File: config.mk
export PLATFORM = sky130hd
export DESIGN_NAME = prog_freq_serial_out
export DESIGN_NICKNAME = d
export VERILOG_FILES = /design/src/rtl/serial_out_pkg.sv /design/src/rtl/prog_tick_gen.sv /design/src/rtl/prog_freq_serial_out.sv
export SDC_FILE = /design/constraint.sdc
export NUM_CORES = 1
export LEC_CHECK = 0
export BUFFER_PORTS_ARGS = -buffer_cell sky130_fd_sc_hd__buf_2
export CAP_MARGIN = 5
export CORE_MARGIN = 8
export CORE_UTILIZATION = 51
export CTS_BUF_LIST = sky130_fd_sc_hd__clkbuf_4 sky130_fd_sc_hd__clkbuf_8
export DETAILED_ROUTE_END_ITERATION = 8
export GPL_ROUTABILITY_DRIVEN = 1
export PLACE_DENSITY = 0.78
export SYNTH_ARGS = -nofsm -noshare
export SYNTH_HDL_FRONTEND = slang
export SYNTH_SLANG_ARGS = --single-unit
File: constraint.sdc
create_clock -name clk -period 4.25 [get_ports clk]
set_clock_uncertainty 0.2 [all_clocks]
set_input_delay 0.85 -clock clk [delete_from_list [all_inputs] [get_ports clk]]
set_output_delay 0.85 -clock clk [all_outputs]
set_load 0.02 [all_outputs]
File: src/rtl/serial_out_pkg.sv
// ============================================================================
//  Module   : serial_out_pkg
//  Brief    : Shared FSM encoding, mode constants and frame-length helper for
//             prog_freq_serial_out. Honours macro SERIAL_OUT_PARITY_EN.
//  Revision : 1.0 - initial release
// ============================================================================
`default_nettype none

package serial_out_pkg;

    typedef enum logic [0:0] {
        ST_IDLE = 1'b0,
        ST_RUN  = 1'b1
    } state_t;

    localparam logic MODE_ONESHOT = 1'b0;
    localparam logic MODE_REPEAT  = 1'b1;

    // Number of serial bits per frame, including the optional parity bit.
    function automatic int frame_len(input int data_bit);
`ifdef SERIAL_OUT_PARITY_EN
        return data_bit + 1;
`else
        return data_bit;
`endif
    endfunction

endpackage

`default_nettype wire

File: src/rtl/prog_tick_gen.sv
// ============================================================================
//  Module   : prog_tick_gen
//  Brief    : Programmable mod-D prescaler, D = max(divisor, 1); tick marks
//             the last clock of each period.
//  Revision : 1.0 - initial release
// ============================================================================
`default_nettype none

module prog_tick_gen #(
    parameter int DIV_BIT = 16
) (
    input  logic               clk,
    input  logic               rst,
    input  logic               clear,
    input  logic [DIV_BIT-1:0] divisor,
    output logic               tick
);

    logic [DIV_BIT-1:0] r_count;
    logic [DIV_BIT-1:0] w_last;

    // Divisor 0 behaves like 1; >= keeps the counter bounded if D shrinks.
    assign w_last = (divisor == '0) ? '0 : (divisor - DIV_BIT'(1));
    assign tick   = (r_count >= w_last);

    always_ff @(posedge clk) begin
        if (rst || clear) begin
            r_count <= '0;
        end else if (tick) begin
            r_count <= '0;
        end else begin
            r_count <= r_count + DIV_BIT'(1);
        end
    end

endmodule

`default_nettype wire

File: src/rtl/prog_freq_serial_out.sv
// ============================================================================
//  Module   : prog_freq_serial_out
//  Brief    : LSB-first serial output engine with runtime-programmable bit
//             rate, one-shot/repeat modes and abort. Optional even-parity bit
//             enabled by macro SERIAL_OUT_PARITY_EN.
//  Revision : 1.0 - initial release
// ============================================================================
`default_nettype none

module prog_freq_serial_out
    import serial_out_pkg::*;
#(
    parameter int DATA_BIT     = 32,
    parameter int DIV_BIT      = 16,
    parameter int TICK_PER_BIT = 16
) (
    input  logic                clk,
    input  logic                rst,
    input  logic                i_start,
    input  logic                i_stop,
    input  logic                i_mode,
    input  logic [DIV_BIT-1:0]  i_divisor,
    input  logic [DATA_BIT-1:0] i_data,
    output logic                o_bit_tick,
    output logic                o_data,
    output logic                o_done_tick,
    output logic                o_busy
);

    localparam int FRAME_LEN = frame_len(DATA_BIT);
    localparam int TICK_W    = (TICK_PER_BIT > 1) ? $clog2(TICK_PER_BIT) : 1;
    localparam int BIT_W     = (FRAME_LEN > 1) ? $clog2(FRAME_LEN) : 1;

    localparam logic [TICK_W-1:0] C_TICK_LAST = TICK_W'(TICK_PER_BIT - 1);
    localparam logic [BIT_W-1:0]  C_BIT_LAST  = BIT_W'(FRAME_LEN - 1);

    state_t                 r_state;
    state_t                 w_state_next;
    logic                   w_load;
    logic                   w_tick;
    logic                   w_clear;
    logic                   w_bit_last_tick;
    logic                   w_frame_end;
    logic [FRAME_LEN-1:0]   w_load_word;
    logic [FRAME_LEN-1:0]   r_shift;
    logic [DIV_BIT-1:0]     r_divisor;
    logic                   r_mode;
    logic [TICK_W-1:0]      r_tick_cnt;
    logic [BIT_W-1:0]       r_bit_cnt;

`ifdef SERIAL_OUT_PARITY_EN
    assign w_load_word = {^i_data, i_data};
`else
    assign w_load_word = i_data;
`endif

    assign w_bit_last_tick = (r_state == ST_RUN) && w_tick && (r_tick_cnt == C_TICK_LAST);
    assign w_frame_end     = w_bit_last_tick && (r_bit_cnt == C_BIT_LAST);

    // Prescaler restarts on every word load and is held while idle.
    assign w_clear = w_load || (w_state_next == ST_IDLE);

    prog_tick_gen #(
        .DIV_BIT (DIV_BIT)
    ) u_tick_gen (
        .clk     (clk),
        .rst     (rst),
        .clear   (w_clear),
        .divisor (r_divisor),
        .tick    (w_tick)
    );

    always_ff @(posedge clk) begin
        if (rst) begin
            r_state <= ST_IDLE;
        end else begin
            r_state <= w_state_next;
        end
    end

    always_comb begin
        w_state_next = r_state;
        w_load       = 1'b0;
        o_busy       = 1'b0;
        o_data       = 1'b0;
        o_bit_tick   = 1'b0;
        o_done_tick  = 1'b0;
        case (r_state)
            ST_IDLE: begin
                if (i_start && !i_stop) begin
                    w_state_next = ST_RUN;
                    w_load       = 1'b1;
                end
            end
            ST_RUN: begin
                o_busy     = 1'b1;
                o_data     = r_shift[0];
                o_bit_tick = w_bit_last_tick;
                if (i_stop) begin
                    w_state_next = ST_IDLE;
                end else if (w_frame_end) begin
                    o_done_tick = 1'b1;
                    if (r_mode == MODE_REPEAT) begin
                        w_load = 1'b1;
                    end else begin
                        w_state_next = ST_IDLE;
                    end
                end
            end
            default: begin
                w_state_next = ST_IDLE;
            end
        endcase
    end

    always_ff @(posedge clk) begin
        if (rst) begin
            r_shift    <= '0;
            r_divisor  <= '0;
            r_mode     <= MODE_ONESHOT;
            r_tick_cnt <= '0;
            r_bit_cnt  <= '0;
        end else if (w_load) begin
            r_shift    <= w_load_word;
            r_divisor  <= i_divisor;
            r_mode     <= i_mode;
            r_tick_cnt <= '0;
            r_bit_cnt  <= '0;
        end else if (w_state_next == ST_IDLE) begin
            r_tick_cnt <= '0;
            r_bit_cnt  <= '0;
        end else if (w_tick) begin
            if (r_tick_cnt == C_TICK_LAST) begin
                r_tick_cnt <= '0;
                r_shift    <= {1'b0, r_shift[FRAME_LEN-1:1]};
                r_bit_cnt  <= (r_bit_cnt == C_BIT_LAST) ? '0 : (r_bit_cnt + BIT_W'(1));
            end else begin
                r_tick_cnt <= r_tick_cnt + TICK_W'(1);
            end
        end
    end

endmodule

`default_nettype wire

==> impl.org <==
** Outcome
- The flow ran to the end, but the final reports show violations.
- The checks that failed: setup timing.

** Timing
- Timing would allow up to 224 MHz.
- The number of max-slew violations in the final report was 0.
- Across all setup checks in the final design, the least slack found is -206 ps.
- For the finished layout, the period the worst path requires is 4460 ps.
- Setup violations remaining at the end of the flow were counted as 2.
- Hold slack :: 272 ps
- Final hold vios :: 0
- Measured against its own limit, the worst slew margin works out to 0.411.
- Setup repair after global routing could not meet its margin everywhere.
- Final worst path period share :: 1.05
- Summed over all failing endpoints, the final setup total negative slack is -318 ps.
- Actual slew at the worst max-slew pin :: 883 ps

** Synth
- In this run the mean area of a mapped cell was 8.67 um2.
- Of the total synthesized cell area, the portion taken by AND, OR, NAND and NOR gates is 0.256.
- Sequential fraction of the synthesis area :: 0.318
- Yosys mapped the design onto 51 distinct sky130hd cell types.
- In the synthesized netlist the dominant register cell turns out to be dfxtp_1.
- In this run, synthesis inferred 0 flip-flops with an integrated enable.
- Number of synthesized register bits :: 75
- Fraction of the mapped netlist area in adder cells :: 0.0584
- The portion of synthesized area spent on multiplexers is 0.0361.
- Proportion of register bits with asynchronous set or reset after synthesis :: 0
- Post-synthesis instance area :: 0.00472 mm2
- Xor-xnor portion of the synthesized cell area :: 0.0520
- During synthesis, Yosys emitted a total of 0 warnings.
- In the synthesized netlist, the number of instances is 544.
- When the netlist entered floorplanning its net count stood at 619.
- The share of the synthesized area in compound gates (AO/OA/AOI/OAI) is 0.220.
- After synthesis, the largest family of logic cells by area is simple AND/OR/NAND/NOR gates.

** Clock network
- The later pin in the worst-skew pair is clocked with a latency of 360 ps.
- TritonCTS built the clock tree.
- In this run the clock root is driven by a clkbuf_8.
- Hold Buf Count CTS :: 0
- Clock transition at the register clock pins on the worst setup and hold paths after CTS :: 80 ps
- TritonCTS sink count :: 75
- Number of buffers created by CTS :: 9
- Maximum level of the CTS H-tree :: 3
- Maximum buffer depth of the clock tree :: 2

** Route
- In the routed design, unresolved DRC markers number 0.
- Routed via count :: 4,376
- Total Routed Length :: 12,300 um
- First drt pass iteration count :: 6
- After detailed routing, the number of vias per cell comes to 6.19.
- In this run the remaining antenna-violating nets after routing total 0.
- After detailed routing, the average wire length per cell comes to 17.5 um.
- After the first detailed-routing iteration, the DRC count stood at 356.

** Worst setup path
- The startpoint identified for the worst register-to-register timing path is r_divisor[10].
- STA classifies the critical path endpoint as an output port.
- Worst endpoint required time :: 3200 ps
- Max FO, Critical Path :: 4
- Worst endpoint data arrival time :: 3410 ps
- The critical path is of the flop to output port type.
- CP startpoint kind :: flop
- Launching instance or port of the critical path :: r_divisor[10]

** Floorplan
- Effective utilization at floorplan :: 0.518
- Die span in x :: 112 um
- 57 I/O pins were placed.
- Row generation in the floorplan step produced 35 rows.
- The die covers 0.0126 mm2.
- Core region area :: 0.00911 mm2
- Measured along the y axis, the die boundary spans 112 um.

** Placement
- After detailed placement, the design holds a cell count of 685.
- Routability-driven placement congestion ratio :: 0.871
- Once detailed placement completed, the half-perimeter wirelength came to 8390 um.
- The count of buffers added on input and output ports is 56.
- Pre-CTS WS :: 2.94 ps

** Global routing
- For this run, the total global-route usage over all layers was measured as 0.197.
- The initial antenna violation count was 0.
- Wire length of the first global-routing pass :: 20,800 um
- Largest net degree at the start of global routing :: 68
- For this run the aggregate overflow at the end of global routing stands at 0.
- The number of global-route vias before repair was 4,319.

** Worst hold path
- Worst Hold Launch :: r_bit_cnt[4]
- The tightest min-delay check is of the flop to flop type.

** Power
- Total power of the final layout :: 1.89 mW
- Power density over cell area :: 341 mW/mm2
- IR analysis of the VDD net gives a maximum drop of 0.202 mV.
- Leakage component of the power :: 1.99 nW

** Finish
- The number of antenna diodes in the final layout is 0.
- In the final layout, the share of cells above drive strength 1 is 0.238.
- From synthesis to final layout, the design area changed by 17.7%.
- For this run, the number of standard cells in the final layout without fillers is 707.
- At the end of the flow, the number of nets in the layout was 666.

** Flow run
- Max cap viols :: 0
## per-layer routing
layer	track usage	up-vias	wire length, um	part of all wire
li1	-	2123	-	-
met1	0.244	2084	5430	0.44
met2	0.328	148	5980	0.48
met3	0.0386	21	654	0.053
met4	0.0818	0	286	0.023
met5	0	-	0	0
## final timing paths
kind / end / slack, ps / depth (start not counted)
worst min-delay path: r_bit_cnt[4] / 270 / 2
worst min register to register: r_bit_cnt[4] / 270 / 2
worst max-delay path: o_bit_tick / -210 / 12
worst max register to register: r_shift[27] / 180 / 15
## worst max-delay path: stages, from the launching register on
cell and delay, ps:
dfxtp_4 350, or4_4 540, nor3_4 140, nand4_1 110
xnor2_1 170, nand2_1 90, ha_1 300, and4_4 250
nand4_4 130, or4_4 460, a31oi_4 210, and2_4 160
buf_4 130
## sequential cells by signal (all words and copies together), names as in the netlist
signal / flops
r_shift: 32
r_divisor: 16
u_tick_gen.r_count: 16
r_bit_cnt: 5
r_tick_cnt: 4
r_mode: 1
r_state: 1
## synth_stat cells, drive strengths merged (4+ instances only)
cell,number,share of area
a21o,4,0.0069
a21oi,14,0.015
a311oi,31,0.066
and2,6,0.0080
and3,6,0.0080
buf,18,0.029
clkbuf,29,0.023
dfxtp,75,0.32
ha,22,0.058
inv,8,0.0064
mux2i,17,0.036
nand2,28,0.022
nand2b,37,0.049
nand3,44,0.047
nand3b,32,0.051
nand4,6,0.011
nor2,29,0.023
nor2b,4,0.0053
nor3,7,0.0074
o21ai,39,0.041
o31ai,4,0.010
o32ai,31,0.058
xnor2,10,0.019
xor2,18,0.033
## metrics by stage
step	area, um2	utilization
global placement	5080	0.558
finish	5550	0.609
CTS	5520	0.606
global route	5550	0.609
detailed placement	5080	0.558
floorplan	4750	-
## logic make-up after synthesis
| kind of cell | Yosys count |
|---|---|
| adders and majority gates | 22 |
| AOI/OAI and AO/OA | 135 |
| and+or+nand+nor | 212 |
| muxes | 17 |
| DFF | 75 |
| xor gates and xnor gates | 28 |
| buffers and inverters | 55 |
## timing repair
item | 4_1_cts | 5_1_grt
resized for setup | 25 | 5
hold endpoints to repair | 0 | 0
setup buffers | 5 | 1
pin swaps | 12 | 6
setup endpoints to repair | 2 | 44
## cells in the final DEF, fill, tap and decap left out, types with 4 or more instances in the layout
cell type / netlist / final
a21oi_1: 14 / 13
a311oi_1: 25 / 25
a311oi_2: 6 / 6
and2_1: 6 / 4
and3_1: 6 / 6
buf_2: 8 / 54
buf_4: 2 / 27
bufinv_16: 0 / 4
clkbuf_8: 0 / 10
dfxtp_1: 75 / 72
ha_1: 22 / 20
inv_1: 8 / 8
mux2i_1: 17 / 17
nand2_1: 28 / 24
nand2b_1: 37 / 36
nand3_1: 44 / 42
nand3b_1: 32 / 32
nand4_1: 5 / 5
nor2_1: 29 / 28
o21ai_0: 38 / 38
o32ai_1: 31 / 31
xnor2_1: 10 / 10
xor2_1: 18 / 18
## layout make-up
type | count | area (um2)
multi-input combinational | 414 | 3100
tap | 111 | 139
inverter | 8 | 30.0
clock buffer | 10 | 138
timing repair buffer | 83 | 495
sequential | 75 | 1510
clock inverter | 6 | 136
fill | 768 | 3560
## power breakdown
part | total, mW | leakage (nW) | switching (mW) | internal [mW]
sequential | 0.754 | 0.614 | 0.0211 | 0.732
clock | 0.744 | 0.133 | 0.278 | 0.466
combinational | 0.396 | 1.24 | 0.219 | 0.177
total | 1.89 | 1.99 | 0.518 | 1.38
Note: power is estimated with default switching activity, not from simulation.
